<file path="config.mk">
export PLATFORM = sky130hd
export DESIGN_NAME = force_pair_scheduler
export DESIGN_NICKNAME = d
export VERILOG_FILES = /design/src/rtl/force_pair_scheduler.sv
export SDC_FILE = /design/constraint.sdc
export NUM_CORES = 1
export LEC_CHECK = 0
export CAP_MARGIN = 10
export CORE_AREA = 3 3 192 194
export CTS_CLUSTER_DIAMETER = 40
export DETAILED_ROUTE_END_ITERATION = 12
export DIE_AREA = 0 0 195 197
export PLACE_DENSITY_LB_ADDON = 0.12
export SYNTH_ARGS = -nofsm -noshare
export SYNTH_HDL_FRONTEND = slang
export SYNTH_SLANG_ARGS = --single-unit
</file>
<file path="constraint.sdc">
create_clock -name clk -period 2.89 [get_ports clk]
set_input_delay 0.578 -clock clk [delete_from_list [all_inputs] [get_ports clk]]
set_output_delay 0.578 -clock clk [all_outputs]
set_load 0.03 [all_outputs]
</file>
<file path="src/rtl/force_pair_scheduler.sv">
// rtl/force_pair_scheduler.sv - all-pairs N-body force pass scheduler with per-body accumulation
//
// Purpose: for every body i, reads body i once, then streams every other body j
// past it into an external fixed-latency force unit (one pair per cycle),
// sums the returned pair forces and hands the total force on body i out over
// a valid/ready handshake. Bodies are emitted in order 0..N-1, then done pulses.
//
// Ports:
//   clk, reset                 clock, synchronous active-high reset
//   start                      begin a pass (only sampled while idle)
//   busy, done, err            status: busy outside idle, done pulse, sticky error
//   rden_a/addr_a, q_a         body RAM port A (body i), data valid one cycle after read
//   rden_b/addr_b, q_b         body RAM port B (body j), data valid one cycle after read
//   fc_valid_in, fc_body_i/j   pair operands to the force unit
//   fc_valid_out, fc_force_x/y pair force returned by the force unit
//   out_valid/out_ready        accumulated force handshake
//   out_index, out_force_x/y   body index and its total force
module force_pair_scheduler #(
    parameter int N          = 16,
    parameter int LATENCY    = 6,
    parameter int ADDR_WIDTH = (N > 1) ? $clog2(N) : 1
) (
    input  logic                  clk,
    input  logic                  reset,
    input  logic                  start,
    output logic                  busy,
    output logic                  done,
    output logic                  err,
    output logic                  rden_a,
    output logic                  rden_b,
    output logic [ADDR_WIDTH-1:0] addr_a,
    output logic [ADDR_WIDTH-1:0] addr_b,
    input  logic [79:0]           q_a,
    input  logic [79:0]           q_b,
    output logic                  fc_valid_in,
    output logic [79:0]           fc_body_i,
    output logic [79:0]           fc_body_j,
    input  logic                  fc_valid_out,
    input  logic [31:0]           fc_force_x,
    input  logic [31:0]           fc_force_y,
    output logic                  out_valid,
    input  logic                  out_ready,
    output logic [ADDR_WIDTH-1:0] out_index,
    output logic [31:0]           out_force_x,
    output logic [31:0]           out_force_y
);

    typedef enum logic [2:0] {
        IDLE,
        FETCH_I,
        LOAD_I,
        ISSUE,
        DRAIN,
        EMIT,
        DONE
    } state_t;

    localparam logic [ADDR_WIDTH-1:0] LAST_IDX = ADDR_WIDTH'(N - 1);

    // A negative force-unit latency is not a meaningful configuration; such an
    // instance simply never leaves idle.
    localparam bit LATENCY_OK = (LATENCY >= 0);

    state_t                  state;
    logic [ADDR_WIDTH-1:0]   i;
    logic [ADDR_WIDTH-1:0]   j;
    logic [ADDR_WIDTH-1:0]   res_cnt;
    logic [31:0]             acc_x;
    logic [31:0]             acc_y;
    logic [79:0]             body_i;
    logic [ADDR_WIDTH-1:0]   i_next;
    logic [ADDR_WIDTH-1:0]   j_next;
    logic                    in_accum_window;

    always_comb begin
        i_next          = i + 1'b1;
        j_next          = j + 1'b1;
        in_accum_window = (state == ISSUE) || (state == DRAIN);
    end

    // Port B data arrives combinationally in the cycle after the read, which is
    // exactly the cycle the pair is presented, so the operand buses are gated
    // views rather than extra registers.
    assign fc_body_i = fc_valid_in ? body_i : 80'd0;
    assign fc_body_j = fc_valid_in ? q_b    : 80'd0;

    always_ff @(posedge clk) begin
        if (reset) begin
            state       <= IDLE;
            i           <= '0;
            j           <= '0;
            res_cnt     <= '0;
            acc_x       <= '0;
            acc_y       <= '0;
            body_i      <= '0;
            busy        <= 1'b0;
            done        <= 1'b0;
            err         <= 1'b0;
            rden_a      <= 1'b0;
            rden_b      <= 1'b0;
            addr_a      <= '0;
            addr_b      <= '0;
            fc_valid_in <= 1'b0;
            out_valid   <= 1'b0;
            out_index   <= '0;
            out_force_x <= '0;
            out_force_y <= '0;
        end else begin
            // Every B-port read becomes a pair issue one cycle later.
            fc_valid_in <= rden_b;

            // Results only count while a body is being worked on and while
            // fewer than N-1 have been seen; anything else is a protocol error
            // and is dropped.
            if (fc_valid_out) begin
                if (in_accum_window && (res_cnt != LAST_IDX)) begin
                    acc_x   <= acc_x + fc_force_x;
                    acc_y   <= acc_y + fc_force_y;
                    res_cnt <= res_cnt + 1'b1;
                end else begin
                    err <= 1'b1;
                end
            end

            case (state)
                IDLE: begin
                    if (start && LATENCY_OK) begin
                        state  <= FETCH_I;
                        busy   <= 1'b1;
                        i      <= '0;
                        rden_a <= 1'b1;
                        addr_a <= '0;
                        // A stray result in the same cycle still flags.
                        err    <= fc_valid_out;
                    end
                end

                FETCH_I: begin
                    state  <= LOAD_I;
                    rden_a <= 1'b0;
                    addr_a <= '0;
                end

                LOAD_I: begin
                    body_i  <= q_a;
                    j       <= '0;
                    res_cnt <= '0;
                    acc_x   <= '0;
                    acc_y   <= '0;
                    state   <= ISSUE;
                    // Body j=0 is read on the first ISSUE cycle unless it is i.
                    rden_b  <= (i != '0);
                    addr_b  <= '0;
                end

                ISSUE: begin
                    if (j == LAST_IDX) begin
                        state  <= DRAIN;
                        rden_b <= 1'b0;
                        addr_b <= '0;
                    end else begin
                        j      <= j_next;
                        rden_b <= (j_next != i);
                        addr_b <= (j_next != i) ? j_next : '0;
                    end
                end

                DRAIN: begin
                    // With N==1 the counter already equals N-1 on entry.
                    if (res_cnt == LAST_IDX) begin
                        state       <= EMIT;
                        out_valid   <= 1'b1;
                        out_index   <= i;
                        out_force_x <= acc_x;
                        out_force_y <= acc_y;
                    end
                end

                EMIT: begin
                    if (out_ready) begin
                        out_valid   <= 1'b0;
                        out_index   <= '0;
                        out_force_x <= '0;
                        out_force_y <= '0;
                        if (i == LAST_IDX) begin
                            state <= DONE;
                            done  <= 1'b1;
                        end else begin
                            i      <= i_next;
                            state  <= FETCH_I;
                            rden_a <= 1'b1;
                            addr_a <= i_next;
                        end
                    end
                end

                DONE: begin
                    done  <= 1'b0;
                    busy  <= 1'b0;
                    state <= IDLE;
                end

                default: begin
                    state <= IDLE;
                    busy  <= 1'b0;
                end
            endcase
        end
    end

endmodule
</file>
==> results of run 1 <==
==> registers in the layout, indices dropped and copies added (netlist names), 3 cells and up <==
name / flops
state: 3
body_i: 80
res_cnt: 4
j: 4
out_force_y: 32
out_force_x: 32
acc_y: 32
addr_a: 4
acc_x: 32
out_index: 4
i: 4
addr_b: 4
==> through the flow <==
stage | util [%] | power, W
after global routing | 58.7 | 0.0102
after global placement | 54.7 | 0.00494
after CTS | 58.6 | 0.00993
final | 58.7 | 0.00981
after detailed placement | 54.7 | 0.00496
after floorplan | - | 0.00422
==> critical path: cells and delay by family <==
kind / cells / cell delay (ns)
muxes: 1 / 0.11
adders and majority gates: 2 / 0.57
buffers and inverters: 1 / 0.42
AOI/OAI and AO/OA: 6 / 1.54
==> synth_stat cells, types with 20 or more instances <==
library cell	number	area share, %
a21oi_1	202	7.6
a21o_1	28	1.6
and2_1	170	8.0
ha_1	66	6.2
xor2_1	24	1.6
clkbuf_1	86	2.4
dfxtp_1	242	36
and3_1	27	1.3
nand3_1	54	2.0
o21ai_0	49	1.8
nor2_1	137	3.9
nand2_1	301	8.5
a22oi_1	74	4.2
xnor2_1	20	1.3
==> cells in the final DEF (no fill, tap or decap), types with 12 or more instances in the layout <==
| cell | count |
|---|---|
| a211oi_1 | 12 |
| a21o_1 | 28 |
| a21oi_1 | 202 |
| a22oi_1 | 74 |
| and2_1 | 170 |
| and3_1 | 26 |
| buf_4 | 154 |
| clkbuf_16 | 40 |
| clkdlybuf4s50_1 | 458 |
| dfxtp_1 | 241 |
| ha_1 | 65 |
| inv_1 | 14 |
| nand2_1 | 300 |
| nand3_1 | 53 |
| nand4_1 | 18 |
| nor2_1 | 136 |
| nor2b_1 | 14 |
| nor3_1 | 17 |
| o21ai_0 | 48 |
| xnor2_1 | 20 |
| xor2_1 | 24 |
==> report_power, final <==
part	internal, W	switching (W)	leakage, nW
Sequential	0.00344	0.0000633	1.96
Clock	0.00321	0.00170	0.664
Combinational	0.000672	0.000724	5.73
Total	0.00732	0.00248	8.35
==> routing by layer <==
layer	part of all wire, %	up-vias
met5	0	-
met4	1.4	0
met3	6.7	53
met2	47	434
met1	45	6868
li1	-	7142
==> cell families (layout without fill, tap and decap cells) <==
group           after synthesis  in the layout  share of synthesized area [%]
flops                       242            242                           36.4
xor+xnor                     44             44                           2.90
fa+ha+maj                    68             68                           6.51
mux                          10             10                          0.753
other cells                   0              2                              0
simple gates                780            780                           28.1
compound gates              453            453                           21.7
buf+inv                     123            709                           3.65
==> final cells by class <==
cell class,count,area (um2),share of cell area (%)
inverter,14,52.6,0.253
clock buffer,48,1080,5.20
multi-input combinational,1355,8010,38.5
sequential,242,4850,23.3
antenna,2,5.00,0.0241
timing repair buffer,626,5910,28.4
clock inverter,21,304,1.46
tap,461,577,2.77
==> worst max-delay path by stage <==
stage | from | to | slack (ns) | cells past startpoint
4_1_cts | fc_force_x[0] | acc_x[24]$_SDFFE_PP0P_ | 0.05 | 10
6_report | fc_force_x[0] | acc_x[24]$_SDFFE_PP0P_ | 0.08 | 10
5_1_grt | fc_force_x[0] | acc_x[22]$_SDFFE_PP0P_ | -0.007 | 10
2_1_floorplan | fc_force_x[0] | acc_x[24]$_SDFFE_PP0P_ | 0.11 | 9
3_5_place_dp | fc_force_x[0] | acc_x[22]$_SDFFE_PP0P_ | -0.48 | 10
3_3_place_gp | fc_force_x[0] | acc_x[20]$_SDFFE_PP0P_ | -0.46 | 11
==> timing repair <==
item                                    4_1_cts  5_1_grt
endpoints found under the setup margin       25        6
cloned                                        0        0
pin swaps                                     0        2
setup buffers                                 1        2
resized for setup                             9        4
endpoints found under the hold margin         0        0
==> qor.yml, run 1 <==
design_area_um2: 20800
ys_ff_latch: 242
syn_avg_cell_area_um2: 7.73
synth_edf_count: 0
path_clk_slew_ns: 0.05
crit_path_max_incr_delay_ns: 0.43
timing.final.crit_period_ns: 2.81
num_vias: 14497
fin_crit_sh_pct: 97.3
clock-sinks: 242
synth_ff_type: "dfxtp_1"
cts_buffer_depth: 3
grt_usage_pct: 26.9
routabilityCongestion: 1.04
syn-instance-count: 1720
fmax_ghz: 0.356
slowest_stage: "a311o_2"
dr.pass1.iters: 5
use_met1_pct: 36.0
critPathKind: "primary input to register"
fin_nets: 2576
busiest_layer: "met2"
setup-tns-final_ns: 0
clockRootBuffer: "clkbuf_16"
grt_pass1_vias: 14240
arrival_ns: 3.22
antenna_found_initial: 2
grt_pass1_wl_um: 82300
rows: 69
final_cells: 2769
hpwl_um: 41500
synth_cell_types: 75
whs_ns: 0.448
power_density_nw_per_um2: 472
wl_per_cell_um: 19.5
synthArstFlopShare_pct: 0
ant_nets: 0
met3_usage_pct: 5.64
rr_endpoint: "acc_x[24]$_SDFFE_PP0P_"
chipWidth_um: 195
drive_above_1_share_pct: 11.0
worstMarginPinSlew_ns: 0.902
setup_viol: 0
cp_cell_sequence: "clkdlybuf4s50_1, ha_2, fa_2, a21o_1, a311o_2, a31oi_4, a21oi_4, a21boi_4, mux2i_1, a211o_1"
die_y_um: 197
cts_tree: "yes"
hp-start: "body_i[5]$_SDFFE_PP0P_"
start_util_pct: 37.6
syn-num-nets: 2017
portBuffers: 471
cts_buffers: 40
path_max_fanout: 5
placed_area_um2: 19400
area_delta_synth_final_pct: 56.3
dp_slack_ns: -0.483
reg2reg_from: "acc_x[0]$_SDFFE_PP0P_"
clk-insertion-delay-late_ns: 0.54
yosys_warnings: 0
overflow: 0
p_leak_nw: 8.35
r2r_cells: 9
outcome: "finished, final reports clean"
vias_per_cell: 5.24
skew_ns: 0.0237
min-delay-path-class: "register to register"
route.detailed.drc: 0
hold_viol: 0
io_pins: 472
timing.final.ws_setup_ns: 0.0778
end_kind: "register"
drtIter0Drc: 875
grt_use_met2_pct: 44.8
ir_drop_v: 0.000413
hold_depth: 2
die-area_um2: 38400
synthesis.area_um2: 13300
fill_cells: 3239
wl_um: 53900
min_to: "body_i[5]$_SDFFE_PP0P_"
core_region_area_um2: 35400
r2r_slack_ns: 0.26
maxCapViolCount: 0
worstPathRequired_ns: 3.30
hold_buffers: 0
synth-seq-area-share_pct: 36.4
slew_viol_final: 0
relSlewSlack_pct: 39.9
cts_max_level: 2
dp_cells: 2695
worst_setup_path_start_kind: "primary input"
grt_max_degree: 175
Note: power is estimated with default switching activity, not from simulation.
==> run 2: changes to the inputs <==
==> constraint.sdc (replaced) <==
create_clock -name clk -period 2.5 [get_ports clk]
set_input_delay 0.5 -clock clk [delete_from_list [all_inputs] [get_ports clk]]
set_output_delay 0.5 -clock clk [all_outputs]
set_load 0.03 [all_outputs]
==> qor.yml, run 2 (synthesis gave the netlist of run 1 again) <==
outcome: "finished, final reports clean"
route.detailed.drc: 0
core_region_area_um2: 35400
io_pins: 472
timing.final.crit_period_ns: 2.49
worst_setup_path_start_kind: "primary input"
final_cells: 2856
path_max_fanout: 4
path_clk_slew_ns: 0.05
start_util_pct: 37.6
arrival_ns: 2.96
hpwl_um: 44300
dp_slack_ns: -0.706
slew_viol_final: 0
routabilityCongestion: 0.993
timing.final.ws_setup_ns: 0.00570
dp_cells: 2770
antenna_found_initial: 11
hold_depth: 2
wl_um: 57100
clk-insertion-delay-late_ns: 0.53
grt_pass1_wl_um: 85100
cts_max_level: 2
placed_area_um2: 20300
chipWidth_um: 195
setup_viol: 0
grt_setup_unrepaired: "yes"
cts_buffer_depth: 3
rows: 69
cts_tree: "yes"
p_leak_nw: 9.52
vias_per_cell: 5.22
power_w: 0.0113
setup-tns-final_ns: 0
area_delta_synth_final_pct: 63.1
min-delay-path-class: "register to register"
skew_ns: 0.0137
rr_endpoint: "acc_x[28]$_SDFFE_PP0P_"
clock-sinks: 242
wl_per_cell_um: 20.0
die-area_um2: 38400
r2r_slack_ns: 0.006
design_area_um2: 21700
ant_nets: 0
final_common_cell: "clkdlybuf4s50_1"
final_cell_mix: "307 x clkdlybuf4s50_1, 299 x nand2_1, 240 x dfxtp_1"
relSlewSlack_pct: 38.4
grt_pass1_vias: 14466
hold_viol: 0
drive_above_1_share_pct: 16.4
fin_nets: 2656
cts_buffers: 42
largest_register_ffs: 80
critPathKind: "primary input to register"
dr.pass1.iters: 6
power_density_nw_per_um2: 522
portBuffers: 471
r2r_cells: 10
overflow: 0
fmax_ghz: 0.401
grt_usage_pct: 28.0
worstPathRequired_ns: 2.97
drtIter0Drc: 783
fin_crit_sh_pct: 99.8
clockRootBuffer: "clkbuf_16"
min_to: "body_i[52]$_SDFFE_PP0P_"
num_vias: 14916
reg2reg_from: "acc_x[0]$_SDFFE_PP0P_"
maxCapViolCount: 0
die_y_um: 197
top_register: "body_i"
end_kind: "register"
worstMarginPinSlew_ns: 0.924
grt_max_degree: 140
ir_drop_v: 0.000458
hp-start: "body_i[52]$_SDFFE_PP0P_"
==> run 2: cell types whose count changed in the layout (fill, tap and decap cells not counted), moves of 4 or more <==
cell / change
clkdlybuf4s50_1: -151
dlymetal6s2s_1: +4
buf_4: +83
buf_12: +32
clkinv_2: +9
dlygate4sd2_1: +108
==> run 2: what timing repair did <==
action | 4_1_cts | 5_1_grt
resized for setup | 119 | 27
hold buffers | 0 | 0
endpoints found under the setup margin | 120 | 24
pin swaps | 7 | 18
setup buffers | 3 | 3
==> run 2: area by class of cell <==
cell class / instances / area [um2]
clock buffer: 50 / 1120
multi-input combinational: 1355 / 8140
sequential: 242 / 4850
fill: 3241 / 13700
clock inverter: 26 / 236
tap: 461 / 577
timing repair buffer: 704 / 6700
inverter: 14 / 52.6
antenna: 4 / 10.0
==> run 2: metrics by stage <==
step	util [%]	hold WS, ns
after floorplan	-	0.432
after global placement	57.3	0.437
after detailed placement	57.3	0.442
after CTS	60.8	0.449
after global routing	61.2	0.463
final	61.3	0.448
==> run 2: power breakdown <==
group          total [W]  switching [W]  internal, W
clock network    0.00555        0.00203      0.00352
logic            0.00173       0.000888     0.000842
registers        0.00404      0.0000678      0.00398
==> run 2: worst max-delay path, stage by stage <==
cell and delay, ns:
clkdlybuf4s50_1 0.43, ha_1 0.39, a21o_1 0.16, a311o_2 0.21
a31oi_4 0.13, a2111oi_2 0.53, nor2_1 0.11, or4_1 0.41
nand3_1 0.09
==> run 2: worst max-delay path by stage <==
stage                                from  cells past startpoint  slack (ns)                     end
detailed placement          fc_force_x[0]                     10       -0.71  acc_x[22]$_SDFFE_PP0P_
floorplan                   fc_force_x[0]                      9       -0.06  acc_x[22]$_SDFFE_PP0P_
global placement            fc_force_x[0]                     10       -0.69  acc_x[22]$_SDFFE_PP0P_
CTS                 acc_x[0]$_SDFFE_PP0P_                      9      -0.001  acc_x[22]$_SDFFE_PP0P_
finish                      fc_force_x[2]                      9       0.006  acc_x[30]$_SDFFE_PP0P_
global route                fc_force_x[2]                      9       -0.09  acc_x[30]$_SDFFE_PP0P_
==> run 2: routing by layer <==
metal,vias to the layer above,global-route usage [%],routed length (um)
met5,-,0,17
met4,2,7.97,1330
met3,77,5.56,3440
met2,478,46.4,26500
met1,7051,37.3,25800
li1,7308,-,-
==> run 3: changes to the inputs <==
--- a/config.mk
+++ b/config.mk
@@ -10,6 +10,7 @@
 export CTS_CLUSTER_DIAMETER = 40
 export DETAILED_ROUTE_END_ITERATION = 12
 export DIE_AREA = 0 0 195 197
+export MAX_ROUTING_LAYER = met4
 export PLACE_DENSITY_LB_ADDON = 0.12
 export SYNTH_ARGS = -nofsm -noshare
 export SYNTH_HDL_FRONTEND = slang
==> qor.yml, run 3 (synthesis gave the netlist of run 1 again) <==
outcome: "finished, final reports clean"
ant_nets: 0
worstMarginPinSlew_ns: 0.888
grt_max_degree: 147
num_vias: 15009
die_y_um: 197
cts_tree: "yes"
r2r_cells: 9
cts_buffer_depth: 3
timing.final.crit_period_ns: 2.48
design_area_um2: 21900
grt_usage_pct: 29.5
fin_crit_sh_pct: 99.3
antenna_found_initial: 7
power_density_nw_per_um2: 544
chipWidth_um: 195
cts_max_level: 2
path_max_fanout: 6
drive_above_1_share_pct: 16.8
relSlewSlack_pct: 40.8
wl_um: 57800
arrival_ns: 2.90
whs_ns: 0.311
maxCapViolCount: 0
clockRootBuffer: "clkbuf_16"
path_clk_slew_ns: 0.05
final_common_cell: "clkdlybuf4s50_1"
power_w: 0.0119
grt_setup_unrepaired: "yes"
fmax_ghz: 0.403
ir_drop_v: 0.000506
final_cell_mix: "316 x clkdlybuf4s50_1, 299 x nand2_1, 240 x dfxtp_1"
skew_ns: 0.0139
start_util_pct: 37.6
slew_viol_final: 0
clk-insertion-delay-late_ns: 0.54
route.detailed.drc: 0
clock-sinks: 242
overflow: 0
drtIter0Drc: 964
hold_buffers: 0
setup_viol: 0
area_delta_synth_final_pct: 64.8
rows: 69
critPathKind: "register to register"
worst_setup_path_start_kind: "register"
vias_per_cell: 5.26
min-delay-path-class: "primary input to register"
hold_depth: 2
grt_pass1_vias: 14309
largest_register_ffs: 80
top_register: "body_i"
placed_area_um2: 20300
worstPathRequired_ns: 2.92
cts_buffers: 42
hold_viol: 0
io_pins: 472
wl_per_cell_um: 20.3
fin_nets: 2656
hpwl_um: 44900
routabilityCongestion: 1.01
fill_cells: 3234
portBuffers: 471
dr.pass1.iters: 5
core_region_area_um2: 35400
grt_pass1_wl_um: 86600
p_leak_nw: 9.53
die-area_um2: 38400
end_kind: "register"
[run 3: cell count changes in the layout (fill, tap and decap cells not counted), sizes merged]
cell	previous run	this run
inv	16	20
clkinv	13	10
clkbuf	50	51
buf	276	278
dlymetal6s2s	4	2
bufinv	3	6
dlygate4sd2	117	108
clkinvlp	8	4
clkdlybuf4s50	307	316
diode	4	1
[run 3: final timing paths]
kind                      startpoint                       to  slack, ns
max            acc_x[0]$_SDFFE_PP0P_   acc_x[24]$_SDFFE_PP0P_       0.02
min                            reset           err$_SDFF_PP0_       0.31
max reg2reg    acc_x[0]$_SDFFE_PP0P_   acc_x[24]$_SDFFE_PP0P_       0.02
min reg2reg  body_i[21]$_SDFFE_PP0P_  body_i[21]$_SDFFE_PP0P_       0.45
[run 3: area by class of cell]
class                           count  area [um2]  area share [%]
Tap cell                          461         577            2.63
Antenna cell                        1        2.50          0.0114
Inverter                           14        52.6           0.240
Timing Repair Buffer              704        6740            30.7
Clock buffer                       51        1180            5.38
Multi-Input combinational cell   1355        8190            37.3
Clock inverter                     26         338            1.54
Sequential cell                   242        4850            22.1
[run 3: worst max-delay path: stages, from the launching register on]
cell,delay (ns)
dfxtp_2,0.33
ha_4,0.16
fa_2,0.35
a21o_1,0.18
a311o_2,0.36
a31oi_4,0.25
a21oi_4,0.11
a21boi_4,0.29
mux2i_1,0.12
a211o_1,0.22
[run 3: routing by layer]
metal	wire length, um	GRT usage (%)
met2	27800	48.7
met1	25400	38.2
met3	3600	5.18
met5	0	-
met4	996	5.94
[run 3: report_power, final]
| group | switching (W) | internal, W |
|---|---|---|
| registers | 0.0000748 | 0.00397 |
| logic | 0.000887 | 0.000848 |
| clock network | 0.00212 | 0.00402 |
| total | 0.00308 | 0.00884 |
[run 3: timing repair]
action | 4_1_cts | 5_1_grt
pin swaps | 5 | 7
setup buffers | 2 | 2
endpoints found under the setup margin | 114 | 25
gates resized for setup | 110 | 30
[run 3: metrics by stage]
| step | setup slack, ns | std cells | utilization (%) | setup TNS, ns |
|---|---|---|---|---|
| after detailed placement | -0.706 | 2772 | 57.5 | -19.37 |
| after global placement | -0.708 | 2772 | 57.5 | -17.73 |
| final | 0.0166 | 2854 | 61.9 | 0 |
| after floorplan | -0.0590 | 1720 | - | -0.130 |
| after CTS | 0.000717 | 2851 | 61.4 | 0 |
| after global routing | -0.0825 | 2854 | 61.9 | -0.285 |
